### src/rtl/fetch_queue.sv
// rtl/fetch_queue.sv - fetch-to-decode decoupling queue, 1 write / up to 2 reads per cycle
//
// Purpose: circular buffer between the single-issue fetch stage and the
// dual-slot decode stage. Presents the two oldest entries in program order
// and discards all contents on a redirect.
//
// Ports:
//   clk, rst                     clock, asynchronous active-high reset
//   flush                        redirect from execute; empties the queue
//   ValidF, InstrF, PCF, PCPlus4F  fetch-side entry, accepted when not full
//   StallF                       queue full (fetch enable = ~StallF)
//   ValidD0/1, InstrD0/1, PCD0/1, PCPlus4D0/1  oldest / next-oldest slots
//   PopD                         entries consumed by decode this cycle
//   Count                        current occupancy
module fetch_queue #(
  parameter int DEPTH = 8,
  parameter int WIDTH = 32
) (
  input  logic                       clk,
  input  logic                       rst,
  input  logic                       flush,
  input  logic                       ValidF,
  input  logic [WIDTH-1:0]           InstrF,
  input  logic [WIDTH-1:0]           PCF,
  input  logic [WIDTH-1:0]           PCPlus4F,
  output logic                       StallF,
  output logic                       ValidD0,
  output logic                       ValidD1,
  output logic [WIDTH-1:0]           InstrD0,
  output logic [WIDTH-1:0]           PCD0,
  output logic [WIDTH-1:0]           PCPlus4D0,
  output logic [WIDTH-1:0]           InstrD1,
  output logic [WIDTH-1:0]           PCD1,
  output logic [WIDTH-1:0]           PCPlus4D1,
  input  logic [1:0]                 PopD,
  output logic [$clog2(DEPTH+1)-1:0] Count
);

  localparam int PW = $clog2(DEPTH);
  localparam int CW = $clog2(DEPTH + 1);
  localparam logic [CW-1:0] FULL_CNT = CW'(DEPTH);

  logic [WIDTH-1:0] r_instr [DEPTH];
  logic [WIDTH-1:0] r_pc    [DEPTH];
  logic [WIDTH-1:0] r_pc4   [DEPTH];

  logic [PW-1:0] r_rd_ptr;
  logic [PW-1:0] r_wr_ptr;
  logic [CW-1:0] r_count;

  logic          w_full;
  logic          w_accept;
  logic [CW-1:0] w_pop;
  logic [PW-1:0] w_rd_ptr1;

  // Full is taken from the registered count only: a pop in the same cycle
  // does not free space for that cycle's write.
  assign w_full    = (r_count == FULL_CNT);
  assign w_accept  = ValidF && !w_full && !flush;
  assign w_rd_ptr1 = r_rd_ptr + PW'(1);

  // Decode may ask for more than is held; silently clamp to occupancy.
  always_comb begin
    w_pop = CW'(PopD);
    if (CW'(PopD) > r_count) begin
      w_pop = r_count;
    end
  end

  always_ff @(posedge clk or posedge rst) begin
    if (rst) begin
      r_rd_ptr <= '0;
      r_wr_ptr <= '0;
      r_count  <= '0;
    end else if (flush) begin
      r_rd_ptr <= '0;
      r_wr_ptr <= '0;
      r_count  <= '0;
    end else begin
      r_rd_ptr <= r_rd_ptr + w_pop[PW-1:0];
      if (w_accept) begin
        r_wr_ptr <= r_wr_ptr + PW'(1);
      end
      r_count <= r_count + CW'(w_accept) - w_pop;
    end
  end

  // Payload storage needs no reset; validity is carried by r_count alone.
  always_ff @(posedge clk) begin
    if (w_accept) begin
      r_instr[r_wr_ptr] <= InstrF;
      r_pc[r_wr_ptr]    <= PCF;
      r_pc4[r_wr_ptr]   <= PCPlus4F;
    end
  end

  always_comb begin
    ValidD0   = (r_count >= CW'(1));
    ValidD1   = (r_count >= CW'(2));
    InstrD0   = '0;
    PCD0      = '0;
    PCPlus4D0 = '0;
    InstrD1   = '0;
    PCD1      = '0;
    PCPlus4D1 = '0;
    if (ValidD0) begin
      InstrD0   = r_instr[r_rd_ptr];
      PCD0      = r_pc[r_rd_ptr];
      PCPlus4D0 = r_pc4[r_rd_ptr];
    end
    if (ValidD1) begin
      InstrD1   = r_instr[w_rd_ptr1];
      PCD1      = r_pc[w_rd_ptr1];
      PCPlus4D1 = r_pc4[w_rd_ptr1];
    end
  end

  assign StallF = w_full;
  assign Count  = r_count;

endmodule

### config.mk
export PLATFORM = sky130hd
export DESIGN_NAME = fetch_queue
export DESIGN_NICKNAME = d
export VERILOG_FILES = /design/src/rtl/fetch_queue.sv
export SDC_FILE = /design/constraint.sdc
export NUM_CORES = 1
export LEC_CHECK = 0
export BUFFER_PORTS_ARGS = -buffer_cell sky130_fd_sc_hd__clkbuf_2
export CAP_MARGIN = 20
export CORE_ASPECT_RATIO = 0.5
export CORE_MARGIN = 4
export CORE_UTILIZATION = 42
export CTS_CLUSTER_DIAMETER = 200
export DETAILED_ROUTE_END_ITERATION = 6
export GPL_ROUTABILITY_DRIVEN = 0
export PLACE_DENSITY = 0.72
export REMOVE_ABC_BUFFERS = 1
export SETUP_SLACK_MARGIN = 0.4
export SYNTH_ARGS = -nofsm -noshare
export SYNTH_HDL_FRONTEND = slang
export SYNTH_SLANG_ARGS = --single-unit
### constraint.sdc
create_clock -name clk -period 10.4 [get_ports clk]
set_input_delay 2.08 -clock clk [delete_from_list [all_inputs] [get_ports clk]]
set_output_delay 2.08 -clock clk [all_outputs]
set_load 0.01 [all_outputs]
* After elaboration in Yosys (flattened, before gate mapping)
Memory sizes are Yosys's and may differ from the RTL's.
Index checks and enable logic that the tools add are counted.
** Cells by class
- Order comparisons :: 3
- Reductions and logical operators :: 5
- Mux-type cells :: 13
- Add/subtract/negate cells :: 5
- Equal/unequal tests :: 1
** Operators with widths (count)
- 32-bit 2-to-1 mux :: 6
- 3-bit 2-to-1 mux :: 3
- 4-bit 2-to-1 mux :: 2
- 3-bit by 1-bit adder with 3-bit output, second input constant :: 2
- 4-bit by 1-bit adder with 4-bit output :: 1
- 4-bit equality test, second input constant :: 1
- 4-bit by 1-bit greater-or-equal comparator with 1-bit output, second input constant :: 1
- 4-bit by 2-bit greater-or-equal comparator with 1-bit output, second input constant :: 1
- 2-bit by 4-bit > comparator with 1-bit output :: 1
- 4-bit subtractor :: 1
- 3-bit adder :: 1
- 1-bit logical AND :: 2
- 1-bit logical NOT :: 2
- 1-bit 2-to-1 mux :: 2
- 2-bit nonzero test :: 1
** Storage, ports and cells
- Input port bits :: 102
- Memories kept :: 3
- RAM bits :: 768
- Flip-flop bits (word level) :: 10
- Logic and storage cells :: 33
** Memories
- r_instr :: words 8, width 32, rd ports 2, clocked after Yosys merged registers in 0, write ports 1, RTL line 43 : logic [WIDTH-1:0] r_instr [DEPTH];
- r_pc :: words 8, width 32, rd ports 2, clocked after Yosys merged registers in 0, write ports 1, RTL line 44 : logic [WIDTH-1:0] r_pc [DEPTH];
- r_pc4 :: words 8, width 32, rd ports 2, clocked after Yosys merged registers in 0, write ports 1, RTL line 45 : logic [WIDTH-1:0] r_pc4 [DEPTH];

* Depth between registers and ports, before layout
- Depth after elaboration :: 7
- Depth in mapped cells :: 11

* Worst setup path before layout
OpenSTA, ideal clock, no wires.
- Path type :: input to register
- Start point :: in flush
- End point :: mem r_instr[0][0] (enable)
- Setup time :: 0.668 ns
- Slack :: 0.549 ns
- Data arrival time :: 9.183 ns
- Cell stages on the path :: 2
- Data required time :: 9.732 ns
- Cell sequence :: or4_1 > nor3_1
** On the way
- Cells in the longest elaborated chain, start to end :: 4
** RTL lines
- start: declaration :: RTL line 21 : input logic flush,
- 1-bit logical NOT :: RTL line 59 : assign w_accept = ValidF && !w_full && !flush;
- 1-bit logical AND :: RTL line 59
- 1-bit 2-to-1 mux :: RTL line 90 : if (w_accept) begin
- 1-bit 2-to-1 mux (not written as such) :: RTL line 91 : r_instr[r_wr_ptr] <= InstrF;
- end: declaration :: RTL line 43
No other way between the ends.

* Worst setup path in the final report
- Start point :: reg r_rd_ptr[1]
- End point :: out PCPlus4D1[4]
** On the way
- Cells in the longest elaborated chain, start to end :: 3
** RTL lines
- start: declaration :: RTL line 47 : logic [PW-1:0] r_rd_ptr;
- start signal: assignment :: RTL line 80 : r_rd_ptr <= r_rd_ptr + w_pop[PW-1:0];
- 3-bit by 1-bit adder with 3-bit output :: RTL line 60 : assign w_rd_ptr1 = r_rd_ptr + PW'(1);
- memory read 8 x 32 bit
- 32-bit 2-to-1 mux :: RTL line 111 : if (ValidD1) begin
- end: declaration :: RTL line 34 : output logic [WIDTH-1:0] PCPlus4D1,
No other way between the ends.

==> out/results.txt <==
status -> completed
largest net degree at the start of global routing -> 152
Post-synth EDFFs -> 768
area of the mapped netlist -> 35000 sq um
fmax -> 153 MHz
Cell Rows -> 74
Post-synth top cells -> edfxtp_1, mux4_2, a22o_1
setup bufs post-CTS -> 0
core area -> 82100 sq um
Root Driver -> clkbuf_16
Worst-path clk slew -> 60 ps
cell with the most instances after synthesis -> edfxtp_1
setup ws final -> 3870 ps
RSZ-0062 raised after global routing -> no
Hold/Removal Path Class -> flip-flop to flip-flop
number of cells on the worst hold path -> 2
post-CTS sizing -> 0
initial antenna violation count -> 10
met2 Track Usage GR -> 33.0%
mean post-synth cell area -> 22.4 sq um
vias in the first global route -> 19400
skew final -> 26.4 ps
starting density of the core -> 42.6%
reg2reg path depth -> 8
via count -> 18400
post-synthesis async set-or-reset flop share -> 1.29%
M1 GR Usage -> 23.7%
via density per instance -> 6.10
Tcrit/Tclk final -> 62.7%
Layout area overhead -> 14.2%
post-synth top area share -> 65.9%
pwr/cell area -> 291 nW/um^2
CP Max Fanout -> 50
# clock sinks -> 778
max-cap violations -> 0
Tightest Pin Transition -> 1090 ps
CTS tree -> built
Hold Fails Final Rpt -> 0
H-tree depth -> 3
final setup violation count -> 0
Die Y -> 212 um
Die ar. -> 88300 sq um
Setup crit end kind -> output port
YS warnings -> 0
Slew headroom -> 27.2%
worst r2r src -> Count[2]
total grt overflow -> 0
post-synth top area cell -> edfxtp_1
worst ir drop on vdd -> 0.000419 V
die width -> 416 um
Final ANT Viol Nets -> 0
Place WS -> 4450 ps
share of cells above drive strength 1 -> 44.3%
crit path kind -> flip-flop to output port
DRT iter0 DRCs -> 1527
Buffers on Ports -> 300
Synth area leaders -> edfxtp_1, mux4_2, a22o_1
Worst R2R End -> r_instr[6][3]
Routed Wire Length -> 85.0 mm
clock buffer count from CTS -> 74
hold_buf cts -> 0
Seq/Total Area, Yosys -> 66.6%
TNS Setup -> 0 ps
met3 Track Usage GR -> 2.98%
Worst EP required -> 8320 ps
I/O pin total -> 301
drt wl/cell -> 28.2 um
Synth cell types -> 38
max-slew violations -> 0
synthesized instance count -> 1565
drt pass-1 iters -> 5
Yosys reg bits -> 778
GRT Total Usage -> 18.9%
Leak Pwr -> 13.0 nW
critical path launch point type -> flip-flop
hold path start -> r_wr_ptr[0]
Final min period -> 6530 ps
first-pass GRT wire length -> 124 mm
DRC -> 0
CTS Buffer Depth -> 3
fillers -> 6562
Top Usage Layer GRT -> met2
worst path arrival time -> 4450 ps
Most used DFF post-synth -> edfxtp_1
setup slack, reg-to-reg -> 6190 ps
Worst-Skew Late Latency -> 640 ps
nets@finish -> 1963
WHS Endpoint -> r_wr_ptr[0]
detailed placement HPWL -> 48.6 mm
total power -> 0.0117 W
how the worst max path moves through the flow:
stage	start	end	slack, ps
6_report	r_rd_ptr[1]	PCPlus4D1[4]	3870
5_1_grt	r_rd_ptr[1]	PCPlus4D0[7]	3590
4_1_cts	r_rd_ptr[1]	PCPlus4D1[4]	3770
3_5_place_dp	r_rd_ptr[1]	PCPlus4D1[4]	4450
3_3_place_gp	r_rd_ptr[1]	InstrD1[9]	4450
2_1_floorplan	r_rd_ptr[0]	PCPlus4D1[31]	-8310
power by group:
group	internal, W	leakage [nW]	switching, W
registers	0.00355	7.06	0.000115
logic	0.00245	4.74	0.00284
clock network	0.00155	1.18	0.00116
total	0.00754	13.0	0.00411
critical path, stage by stage, from the launching register on:
cell and delay, ps:
dfrtp_4 950, ha_4 550, buf_4 700, buf_4 720
mux4_2 410, a22o_1 250, clkbuf_2 160
per-layer routing:
| layer | vias to the layer above | share of wire [%] |
|---|---|---|
| li1 | 7591 | - |
| met1 | 9954 | 38 |
| met2 | 659 | 52 |
| met3 | 166 | 5.3 |
| met4 | 2 | 4.2 |
| met5 | - | 0.011 |
layout by cell type, fill, tap and decap left out, drive strengths merged, types with 2 or more instances in the layout:
cell type and instances:
edfxtp 768, clkbuf 388, mux4 384, a22o 192, buf 33, clkinv 28
inv 16, ha 13, nor2 11, dfrtp 10, diode 9, nor2b 9
bufinv 8, nand2 5, a21oi 4, mux2 4, o21ai 3, nand3 2
or3 2, xnor2 2, xor2 2, nand2b 2, nor3 2, fa 2
clkinvlp 2, a21boi 2
area by class of cell:
type | instances | area (sq um) | area share [%]
clock inverters | 43 | 455 | 1.14
diodes | 9 | 22.5 | 0.0563
clock buffers | 88 | 1950 | 4.87
inverters | 11 | 41.3 | 0.103
well taps | 1102 | 1380 | 3.45
multi-input cells | 648 | 11000 | 27.5
repair buffers | 333 | 1830 | 4.58
flip-flops and latches | 778 | 23300 | 58.3
registers in the layout, indices dropped and copies added (netlist names):
signal / cells
r_instr: 256
r_pc4: 256
r_pc: 256
Count: 4
r_rd_ptr: 3
r_wr_ptr: 3
cell families after synthesis:
group | after synthesis | synth area share, %
AOI/OAI and AO/OA | 204 | 5.04
xor gates and xnor gates | 4 | 0.100
adders and majority gates | 15 | 0.579
buffers and inverters | 139 | 2.32
and+or+nand+nor | 36 | 0.532
DFF | 778 | 66.6
muxes | 389 | 24.9
stage by stage:
step | hold WS (ps) | cell area, sq um | cells | utilization (%)
3_3_place_gp | 577 | 37500 | 2871 | 45.7
4_1_cts | 622 | 40000 | 3003 | 48.7
3_5_place_dp | 614 | 37600 | 2872 | 45.7
5_1_grt | 674 | 40000 | 3012 | 48.7
6_report | 618 | 40000 | 3012 | 48.7
2_1_floorplan | 552 | 34200 | 1437 | -
Note: power is estimated with default switching activity, not from simulation.
